$ cat config.mk
export PLATFORM = sky130hd
export DESIGN_NAME = pwm_duty_decoder
export DESIGN_NICKNAME = d
export VERILOG_FILES = /design/src/rtl/pwm_duty_decoder.sv
export SDC_FILE = /design/constraint.sdc
export NUM_CORES = 1
export LEC_CHECK = 0
export CORE_MARGIN = 2
export CORE_UTILIZATION = 55
export CTS_CLUSTER_DIAMETER = 80
export DETAILED_ROUTE_END_ITERATION = 7
export HOLD_SLACK_MARGIN = 0.05
export PLACE_DENSITY = 0.84
export RECOVER_POWER = 50
export SYNTH_ARGS = -nofsm -noshare
export SYNTH_HDL_FRONTEND = slang
export SYNTH_SLANG_ARGS = --single-unit
export TNS_END_PERCENT = 1
$ cat constraint.sdc
create_clock -name clk -period 2.52 [get_ports clk]
set_clock_uncertainty 0.15 [all_clocks]
set_input_delay 0.378 -clock clk [delete_from_list [all_inputs] [get_ports clk]]
set_output_delay 0.378 -clock clk [all_outputs]
set_load 0.02 [all_outputs]
$ cat src/rtl/pwm_duty_decoder.sv
// pwm_duty_decoder: decodes a PWM line into per-period high/period counts, flags off-nominal
// periods and stuck lines. Optional glitch filter enabled by defining PWM_GLITCH_FILTER_EN.
module pwm_duty_decoder #(
  parameter int unsigned CW         = 16,
  parameter int unsigned NOM_PERIOD = 10,
  parameter int unsigned PERIOD_TOL = 0,
  parameter int unsigned TIMEOUT    = 64,
  parameter int unsigned FILT_LEN   = 2
) (
  input  logic          clk,
  input  logic          reset,
  input  logic          pwm_in,
  output logic [CW-1:0] high_cnt,
  output logic [CW-1:0] period_cnt,
  output logic          meas_valid,
  output logic          period_err,
  output logic          stuck_low,
  output logic          stuck_high,
  output logic [1:0]    dbg_state
);

  typedef enum logic [1:0] {
    IDLE = 2'd0,
    HIGH = 2'd1,
    LOW  = 2'd2
  } state_t;

  localparam int unsigned   EW        = (TIMEOUT > 1) ? $clog2(TIMEOUT) : 1;
  localparam logic [CW-1:0] SAT       = '1;
  localparam logic [EW-1:0] ECNT_LAST = EW'(TIMEOUT - 1);
  localparam int unsigned   HI_LIM    = NOM_PERIOD + PERIOD_TOL;
  localparam int unsigned   LO_LIM    = (NOM_PERIOD > PERIOD_TOL) ? NOM_PERIOD - PERIOD_TOL : 0;

  if (FILT_LEN == 0) begin : g_bad_filt_len
    $error("FILT_LEN must be at least 1");
  end
  if (TIMEOUT <= NOM_PERIOD) begin : g_bad_timeout
    $error("TIMEOUT must exceed NOM_PERIOD");
  end

  // meas_valid is a single-cycle strobe with no backpressure: a consumer that
  // misses it can still read the held outputs until the next strobe.

  function automatic logic [CW-1:0] sat_inc(input logic [CW-1:0] v);
    return (v == SAT) ? v : v + 1'b1;
  endfunction

  function automatic logic period_off(input logic [CW-1:0] p);
    return (32'(p) > HI_LIM) || (32'(p) < LO_LIM) || (p == SAT);
  endfunction

  logic          s1_q, s1_d, s2_q, s2_d;
  logic          lvl, lvl_prev_q, lvl_prev_d;
  logic          rise, fall, edge_seen, timeout;
  state_t        state_q, state_d;
  logic [CW-1:0] hcnt_q, hcnt_d, pcnt_q, pcnt_d;
  logic [EW-1:0] ecnt_q, ecnt_d;
  logic          to_done_q, to_done_d;
  logic [CW-1:0] high_cnt_q, high_cnt_d, period_cnt_q, period_cnt_d;
  logic          meas_valid_q, meas_valid_d, period_err_q, period_err_d;
  logic          stuck_low_q, stuck_low_d, stuck_high_q, stuck_high_d;

`ifdef PWM_GLITCH_FILTER_EN
  // Filtered level moves only after FILT_LEN consecutive samples disagree with it.
  localparam int unsigned FW = $clog2(FILT_LEN + 1);
  logic          flt_q, flt_d;
  logic [FW-1:0] fcnt_q, fcnt_d;

  always_comb begin
    flt_d  = flt_q;
    fcnt_d = '0;
    if (s2_q != flt_q) begin
      if (32'(fcnt_q) + 32'd1 >= FILT_LEN) flt_d = s2_q;
      else                                 fcnt_d = fcnt_q + 1'b1;
    end
  end

  always_ff @(posedge clk) begin
    if (!reset) begin
      flt_q  <= 1'b0;
      fcnt_q <= '0;
    end else begin
      flt_q  <= flt_d;
      fcnt_q <= fcnt_d;
    end
  end

  assign lvl = flt_q;
`else
  assign lvl = s2_q;
`endif

  assign rise      = lvl & ~lvl_prev_q;
  assign fall      = ~lvl & lvl_prev_q;
  assign edge_seen = rise | fall;
  // An edge in the same cycle as the timeout wins; to_done_q stops repeats while stuck.
  assign timeout   = (ecnt_q == ECNT_LAST) && !edge_seen && !to_done_q;

  always_comb begin
    s1_d          = pwm_in;
    s2_d          = s1_q;
    lvl_prev_d    = lvl;
    state_d       = state_q;
    hcnt_d        = hcnt_q;
    pcnt_d        = pcnt_q;
    ecnt_d        = ecnt_q;
    to_done_d     = to_done_q;
    high_cnt_d    = high_cnt_q;
    period_cnt_d  = period_cnt_q;
    period_err_d  = period_err_q;
    stuck_low_d   = stuck_low_q;
    stuck_high_d  = stuck_high_q;
    meas_valid_d  = 1'b0;

    if (edge_seen) begin
      ecnt_d    = '0;
      to_done_d = 1'b0;
    end else if (ecnt_q != ECNT_LAST) begin
      ecnt_d = ecnt_q + 1'b1;
    end

    if (timeout) begin
      state_d      = IDLE;
      to_done_d    = 1'b1;
      stuck_low_d  = ~lvl;
      stuck_high_d = lvl;
      high_cnt_d   = lvl ? CW'(NOM_PERIOD) : '0;
      period_cnt_d = CW'(NOM_PERIOD);
      period_err_d = 1'b0;
      meas_valid_d = 1'b1;
    end else begin
      case (state_q)
        IDLE: begin
          if (rise) begin
            state_d = HIGH;
            hcnt_d  = CW'(1);
            pcnt_d  = CW'(1);
          end
        end
        HIGH: begin
          if (fall) begin
            state_d = LOW;
            pcnt_d  = sat_inc(pcnt_q);
          end else begin
            hcnt_d = sat_inc(hcnt_q);
            pcnt_d = sat_inc(pcnt_q);
          end
        end
        LOW: begin
          if (rise) begin
            high_cnt_d   = hcnt_q;
            period_cnt_d = pcnt_q;
            period_err_d = period_off(pcnt_q);
            stuck_low_d  = 1'b0;
            stuck_high_d = 1'b0;
            meas_valid_d = 1'b1;
            state_d      = HIGH;
            hcnt_d       = CW'(1);
            pcnt_d       = CW'(1);
          end else begin
            pcnt_d = sat_inc(pcnt_q);
          end
        end
        default: state_d = IDLE;
      endcase
    end
  end

  always_ff @(posedge clk) begin
    if (!reset) begin
      s1_q         <= 1'b0;
      s2_q         <= 1'b0;
      lvl_prev_q   <= 1'b0;
      state_q      <= IDLE;
      hcnt_q       <= '0;
      pcnt_q       <= '0;
      ecnt_q       <= '0;
      to_done_q    <= 1'b0;
      high_cnt_q   <= '0;
      period_cnt_q <= '0;
      meas_valid_q <= 1'b0;
      period_err_q <= 1'b0;
      stuck_low_q  <= 1'b0;
      stuck_high_q <= 1'b0;
    end else begin
      s1_q         <= s1_d;
      s2_q         <= s2_d;
      lvl_prev_q   <= lvl_prev_d;
      state_q      <= state_d;
      hcnt_q       <= hcnt_d;
      pcnt_q       <= pcnt_d;
      ecnt_q       <= ecnt_d;
      to_done_q    <= to_done_d;
      high_cnt_q   <= high_cnt_d;
      period_cnt_q <= period_cnt_d;
      meas_valid_q <= meas_valid_d;
      period_err_q <= period_err_d;
      stuck_low_q  <= stuck_low_d;
      stuck_high_q <= stuck_high_d;
    end
  end

  assign high_cnt   = high_cnt_q;
  assign period_cnt = period_cnt_q;
  assign meas_valid = meas_valid_q;
  assign period_err = period_err_q;
  assign stuck_low  = stuck_low_q;
  assign stuck_high = stuck_high_q;
  assign dbg_state  = state_q;

endmodule
==> impl_metrics.ini, run 1 <==
[logic_synthesis]
synthFlopType = dfxtp_1
avgSynthCellArea_sq_um = 8.46
async_reset_ff_share_pct = 0
yosysWarnings = 0
synthMuxAreaShare_pct = 0.557
synthCells = 425
synth_compound_area_share_pct = 15.9
synth-seq-cells = 80
synth_fp_nets = 438
synth_xor_area_share_pct = 3.66
netlist_area_sq_um = 3590
synth_edf_count = 0
synth_top_family_by_area = simple AND/OR/NAND/NOR gates
yosysUniqueCellTypes = 56
synth-simple-area-share_pct = 27.0
synth_fa_ha_area_share_pct = 3.48
synth-seq-area-share_pct = 44.6

[sta]
maxSlewViolCount = 0
post-route-min-period_ps = 2430
relSlewSlack_pct = 63.3
tns_ps = 0
hold-worst-slack_ps = 294
rsz0062_at_grt = true
max_freq_mhz = 411
hold_viol_final = 0
setup_slack_ps = 85.2
worst_pin_slew_ps = 546
finalCritPeriodShare_pct = 96.6
setup_viol = 0

[setup_path]
reg2reg_depth = 8
worstSetupPathDepth = 8
cp_slowest_cell = a221o_1
critical_path_class = reg -> reg
crit_family = simple AND/OR/NAND/NOR gates
worstPathRequired_ps = 2640
slowest_delay_ps = 390
r2r-start = lvl
r2r_end = pcnt_q[14]
crit_path_cell_trace = inv_1 > ha_1 > and4b_4 > a221o_1 > buf_4 > nor4_4 > nor2_1 > a211oi_2
startpoint = lvl
cp-start-kind = flip-flop
arrival_ps = 2550
r2r_setup_slack_ps = 90
endpoint = pcnt_q[14]
path_buf_inv = 2
cp-end-kind = flip-flop
crit_fanout = 6

[floorplan]
die_area_sq_um = 7200
core-area_sq_um = 6350
io_pins = 41
fp.dieH_um = 84.8
dieWidth_um = 84.8
start_util_pct = 56.6
rows = 29

[global_route]
grt_pass1_wl_um = 13800
track_usage_pct = 23.4
grt_start_max_net_pins = 29
grt-ovfl-total = 0
antenna_found_initial = 0
grt_pass1_vias = 3014

[placement]
place_ws_ps = 53.8
io_buffers = 40
hpwl_um = 5710
place_congestion = 0.864
dp_cells = 543

[routing]
firstDrtPassIters = 4
vias_per_cell = 5.73
detail_route.iter0.violations = 139
met1Wirelength_um = 3700
ant_nets = 0
met3WireLength_um = 330
drc_errors = 0
num_vias = 3202
finalWirelength_um = 8150
dr.max_layer_used = met4
post_drt_wl_per_cell_um = 14.6
wl_met2_um = 3990

[cells_and_area]
drive_above_1_share_pct = 12.7
multi_input_area_sq_um = 1860
syn_to_final_growth_pct = 22.8
post-route-util_pct = 69.5
final_cells = 559
fillCellCount = 484
seq_area_sq_um = 1600
num_antenna_cells = 0
nets = 490

[cts]
cts_max_level = 3
tritoncts = built
clkLatencyLatePin_ps = 340
ctsHoldBuffers = 0
clkTransAtPathRegs_ps = 80
cts_root_buf = clkbuf_8
cts_buffers = 9
cts.sinks = 80
cts_setup_buffers = 0
ctsLongestPathBuffers = 2

[power]
p_per_area_nw_per_um2 = 559
power.leakage_uw = 0.00152
ir_drop_uv = 544

[hold_path]
hold_class = reg -> reg

[outcome]
status = completed

[flow_run]
maxCapViolCount = 0
-- worst min-delay path by stage --
stage / start / to / slack, ps / depth (start not counted)
global route: s1_q / lvl / 330 / 1
floorplan: s1_q / lvl / 260 / 1
CTS: s1_q / lvl / 300 / 1
finish: s1_q / lvl / 290 / 1
global placement: s1_q / lvl / 270 / 1
detailed placement: s1_q / lvl / 280 / 1
-- per-layer routing --
metal,global-route usage (%),vias up
li1,-,1603
met1,30.7,1497
met2,38.2,89
met3,4.09,13
met4,10.2,0
met5,0,-
-- layout by cell type, fill, tap and decap left out, types with 3 or more instances in the layout --
master | Yosys | final
nand2_1 | 84 | 84
a21oi_1 | 49 | 49
clkdlybuf4s50_1 | 0 | 39
nor4_1 | 9 | 8
dfxtp_1 | 80 | 79
and2_1 | 3 | 3
nand3_1 | 15 | 15
ha_1 | 10 | 10
or2_2 | 3 | 3
and3_1 | 5 | 5
xnor2_1 | 13 | 13
nand4_1 | 5 | 5
o21ai_0 | 5 | 5
or3_1 | 7 | 7
a31oi_1 | 8 | 8
inv_1 | 12 | 12
buf_4 | 1 | 22
o21ai_1 | 5 | 5
a211oi_1 | 6 | 5
nor2b_1 | 3 | 3
nor3_1 | 6 | 6
clkinv_2 | 0 | 3
o31ai_1 | 5 | 5
clkbuf_8 | 0 | 10
or4_1 | 5 | 5
nor2_1 | 29 | 29
-- logic make-up (layout without fill, tap and decap cells) --
family / count (synthesis) / in the layout
compound gates: 92 / 92
simple gates: 191 / 191
flops: 80 / 80
fa+ha+maj: 10 / 10
mux: 2 / 2
xor+xnor: 15 / 15
buf+inv: 35 / 92
-- synth_stat cells, types with 2 or more instances --
master | n | area, sq um
or4_1 | 5 | 37.5
o21ai_0 | 5 | 25.0
nor2_1 | 29 | 109
nor3_1 | 6 | 30.0
nand2b_1 | 2 | 12.5
nor4_1 | 9 | 56.3
a21oi_2 | 2 | 17.5
nor3b_1 | 2 | 15.0
inv_1 | 12 | 45.0
ha_1 | 10 | 125
nor4_2 | 2 | 25.0
xor2_1 | 2 | 17.5
buf_2 | 4 | 20.0
a211oi_1 | 6 | 45.0
and2_1 | 3 | 18.8
or3_1 | 7 | 43.8
nor2b_1 | 3 | 18.8
buf_6 | 2 | 22.5
a21oi_1 | 49 | 245
clkbuf_1 | 13 | 48.8
o2111ai_1 | 2 | 17.5
a41oi_1 | 2 | 17.5
a31oi_1 | 8 | 50.1
or2_2 | 3 | 18.8
dfxtp_1 | 80 | 1600
and3_1 | 5 | 31.3
xnor2_1 | 13 | 114
nand3_1 | 15 | 75.1
mux2i_1 | 2 | 20.0
o21ai_1 | 5 | 25.0
o31ai_1 | 5 | 37.5
nand2_1 | 84 | 315
nand4_1 | 5 | 31.3
-- power by group --
group | leakage (uW) | switching, uW | internal, uW
Sequential | 0.000646 | 11.0 | 1280
Combinational | 0.000764 | 87.5 | 57.0
Clock | 0.000112 | 456 | 580
-- through the flow --
step / area [sq um] / total power [uW]
3_5_place_dp: 4160 / 1460
6_report: 4410 / 2470
5_1_grt: 4410 / 2550
2_1_floorplan: 3590 / 1410
4_1_cts: 4380 / 2470
3_3_place_gp: 4160 / 1450
-- area by class of cell --
class,instances,area share (%)
well taps,77,2.18
inverters,12,1.02
flip-flops and latches,80,36.3
clock buffers,10,3.12
clock inverters,6,1.87
repair buffers,64,13.4
multi-input cells,310,42.1
-- sequential cells by signal, indices dropped and copies added, names as in the netlist, 2 cells and up --
signal and count:
hcnt_q 16, high_cnt 16, pcnt_q 16, period_cnt 16, ecnt_q 6, dbg_state 2
-- repair_timing --
item,CTS,global route
resized for setup,1,6
setup endpoints to repair,1,17
pin swaps,0,2
gates cloned,0,0
Power figures use the tool's default switching activity.
==> inputs of run 2 (changes only) <==
DONT_BUFFER_PORTS = 1   (was default)
PLACE_DENSITY = 0.76   (was 0.84)
==> impl_metrics.ini, run 2 (same netlist as run 1, synthesis figures left out) <==
[setup_path]
arrival_ps = 2510
crit_path_cell_trace = inv_1 > ha_1 > and4b_4 > a22oi_4 > buf_4 > o2111ai_2 > or4_1 > a21oi_1
worstSetupPathDepth = 8
cp-end-kind = flip-flop
worstPathRequired_ps = 2650
critical_path_class = reg -> reg
reg2reg_depth = 8
cp_slowest_cell = or4_1
path_buf_inv = 2
slowest_delay_ps = 440
crit_family = simple AND/OR/NAND/NOR gates
crit_fanout = 6
cp-start-kind = flip-flop

[cts]
cts_root_buf = clkbuf_8
cts_max_level = 3
clkTransAtPathRegs_ps = 80
tritoncts = built
cts_buffers = 9
clkLatencyLatePin_ps = 350
ctsLongestPathBuffers = 2
cts.sinks = 80

[hold_path]
whs_path_depth = 2
hold_class = in -> reg

[sta]
rsz0062_at_grt = true
max_freq_mhz = 419
setup_viol = 0
finalCritPeriodShare_pct = 94.6
relSlewSlack_pct = 23.0
hold_viol_final = 0
post-route-min-period_ps = 2380
worst_pin_slew_ps = 1160
hold-worst-slack_ps = 83.7
maxSlewViolCount = 0

[cells_and_area]
drive_above_1_share_pct = 12.5
mostFrequentLayoutCells = nand2_1, dfxtp_1, a21oi_1, nor2_1, buf_4
fillCellCount = 583
syn_to_final_growth_pct = 10.2
post-route-util_pct = 62.3
nets = 450
num_antenna_cells = 0
final_common_cell = nand2_1
design_area_sq_um = 3960

[floorplan]
core-area_sq_um = 6350
dieWidth_um = 84.8
fp.dieH_um = 84.8
die_area_sq_um = 7200
io_pins = 41
start_util_pct = 56.6
rows = 29

[global_route]
grt_pass1_wl_um = 13000
grt_start_max_net_pins = 33
track_usage_pct = 22.2
grt-ovfl-total = 0
antenna_found_initial = 0
grt_pass1_vias = 2862

[power]
ir_drop_uv = 510
power.leakage_uw = 0.00135
p_per_area_nw_per_um2 = 588

[placement]
hpwl_um = 5260
place_congestion = 0.867
placed_area_sq_um = 3740
io_buffers = 0

[routing]
finalWirelength_um = 7650
post_drt_wl_per_cell_um = 14.8
ant_nets = 0
firstDrtPassIters = 5
detail_route.iter0.violations = 131
num_vias = 3045
vias_per_cell = 5.88
drc_errors = 0

[flow_run]
maxCapViolCount = 0

[outcome]
status = completed
[run 2: area by class of cell]
| class | count | area (sq um) | share of cell area [%] |
|---|---|---|---|
| Multi-Input combinational cell | 310 | 1850 | 46.6 |
| Sequential cell | 80 | 1600 | 40.5 |
| Timing Repair Buffer | 24 | 185 | 4.68 |
| Clock buffer | 9 | 124 | 3.13 |
| Tap cell | 77 | 96.3 | 2.43 |
| Clock inverter | 6 | 61.3 | 1.55 |
| Inverter | 12 | 45.0 | 1.14 |
[run 2: metal layers]
| layer | GRT usage, % | part of all wire (%) | routed length (um) | vias up |
|---|---|---|---|---|
| met1 | 29.2 | 48 | 3640 | 1416 |
| met5 | 0 | 0 | 0 | - |
| met4 | 8.37 | 2.2 | 167 | 0 |
| li1 | - | - | - | 1521 |
| met2 | 35.0 | 45 | 3420 | 95 |
| met3 | 6.23 | 5.6 | 429 | 13 |
[run 2: path summary, 6_finish.rpt]
path / start / to / slack (ps)
max: lvl / hcnt_q[11] / 140
min: reset / high_cnt[1] / 80
max reg2reg: lvl / hcnt_q[11] / 140
min reg2reg: s1_q / lvl / 290
[run 2: repair_timing]
item / CTS / global route
setup buffers: 0 / 0
hold endpoints to repair: 6 / 0
hold buffers: 2 / 0
endpoints found under the setup margin: 0 / 9
gates resized for setup: 0 / 4
[run 2: report_power, final]
part | leakage (uW) | switching (uW) | internal, uW | total (uW)
clock network | 0.0000948 | 453 | 448 | 901
logic | 0.000607 | 84.3 | 54.2 | 138
registers | 0.000646 | 11.6 | 1280 | 1290
[run 2: metrics by stage]
| stage | setup TNS, ps | std cells | setup WS [ps] | total power, uW |
|---|---|---|---|---|
| finish | 0 | 518 | 136 | 2330 |
| global route | -26.5 | 518 | -26.5 | 2410 |
| CTS | 0 | 518 | 77.9 | 2340 |
| detailed placement | 0 | 501 | 121 | 1450 |
| global placement | 0 | 501 | 186 | 1450 |
| floorplan | 0 | 425 | 153 | 1410 |
==> inputs of run 3 (changes only) <==
MAX_ROUTING_LAYER = met4   (was default)
==> impl_metrics.ini, run 3 (same netlist as run 1, synthesis figures left out) <==
[outcome]
status = completed

[power]
p_sw_share_pct = 23.4
power.internal_uw = 1780
power_frac_clock_pct = 38.7
p_per_area_nw_per_um2 = 587
ir_drop_uv = 512
combPwrFrac_pct = 5.9
seq_power_share_pct = 55.4
power_uw = 2320
power.leakage_uw = 0.00135
p_sw_uw = 544

[sta]
rsz0062_at_grt = true
hold_viol_final = 0
maxSlewViolCount = 0
tns_ps = 0
finalCritPeriodShare_pct = 94.5
worst_pin_slew_ps = 1160
relSlewSlack_pct = 22.9
setup_slack_ps = 137
post-route-min-period_ps = 2380
max_freq_mhz = 420
setup_viol = 0

[placement]
io_buffers = 0
hpwl_um = 5260
dp_cells = 501
place_ws_ps = 121
place_congestion = 0.881

[hold_path]
whs_path_depth = 2
whs_endpoint = high_cnt[1]
hold_class = in -> reg
hp-start = reset

[global_route]
grt-ovfl-total = 0
grt_pass1_vias = 2854
antenna_found_initial = 0
track_usage_pct = 23.0
grt_start_max_net_pins = 33
grt_pass1_wl_um = 13000

[setup_path]
r2r_setup_slack_ps = 140
critical_path_class = reg -> reg
r2r-start = lvl
arrival_ps = 2510
cp-start-kind = flip-flop
cp-end-kind = flip-flop
r2r_end = hcnt_q[11]
reg2reg_depth = 8
crit_fanout = 6
worstPathRequired_ps = 2640

[routing]
detail_route.iter0.violations = 149
ant_nets = 0
vias_per_cell = 5.82
finalWirelength_um = 7640
firstDrtPassIters = 4
num_vias = 3013
drc_errors = 0
post_drt_wl_per_cell_um = 14.7

[cells_and_area]
post-route-util_pct = 62.3
nets = 450
syn_to_final_growth_pct = 10.2
num_antenna_cells = 0
drive_above_1_share_pct = 12.5
final_common_cell = nand2_1
mostFrequentLayoutCells = nand2_1, dfxtp_1, a21oi_1, nor2_1, buf_4
final_cells = 518

[cts]
clkLatencyLatePin_ps = 350
ctsLongestPathBuffers = 2
cts_buffers = 9
cts_max_level = 3
tritoncts = built
cts.sinks = 80
clkTransAtPathRegs_ps = 80
cts_root_buf = clkbuf_8

[floorplan]
rows = 29
core-area_sq_um = 6350
start_util_pct = 56.6
fp.dieH_um = 84.8
dieWidth_um = 84.8
io_pins = 41
die_area_sq_um = 7200

[flow_run]
maxCapViolCount = 0
==> run 3: cell counts in the layout (fill, tap and decap cells not counted) <==
No cell type changed its count.
==> run 3: timing repair <==
item	CTS	global route
endpoints found under the setup margin	0	9
setup buffers	0	0
endpoints found under the hold margin	6	0
hold buffers	2	0
resized for setup	0	4
==> run 3: worst max path at each step <==
stage                       endpoint  slack [ps]    startpoint
after floorplan           hcnt_q[15]         150  dbg_state[0]
final                     hcnt_q[11]         140           lvl
after global placement    pcnt_q[15]         190           lvl
after global routing      hcnt_q[11]         -30           lvl
after detailed placement  pcnt_q[15]         120           lvl
after CTS                 pcnt_q[15]          80           lvl
==> run 3: power by group through the flow <==
stage	Clock, uW	Combinational (uW)	Sequential, uW
floorplan	0	97.7	1320
global placement	0	130	1320
detailed placement	0	132	1320
finish	897	138	1290
CTS	920	137	1290
global route	975	154	1290
==> run 3: per-layer routing <==
metal  vias up  global-route usage [%]  wire length (um)
met5         -                       -                 0
met4         0                    8.37               108
met3        10                    6.13               442
met2        82                    34.8              3480
met1      1397                    29.7              3610
li1       1524                       -                 -
==> run 3: stage by stage <==
| stage | hold slack, ps | area (sq um) |
|---|---|---|
| 2_1_floorplan | 262 | 3590 |
| 5_1_grt | 69.0 | 3960 |
| 3_5_place_dp | 281 | 3740 |
| 3_3_place_gp | 273 | 3740 |
| 4_1_cts | 62.5 | 3950 |
| 6_report | 91.2 | 3960 |
==> run 3: cell type report <==
type	count	area, sq um
fill	583	2390
multi-input combinational	310	1850
sequential	80	1600
timing repair buffer	24	185
clock buffer	9	124
tap	77	96.3
clock inverter	6	61.3
inverter	12	45.0
==> run 3: worst max-delay path, stage by stage, from the launching register on <==
cell	delay [ps]
dfxtp_1	380
inv_1	90
ha_1	310
and4b_4	220
a22oi_4	200
buf_4	170
o2111ai_2	190
or4_1	440
a21oi_1	150
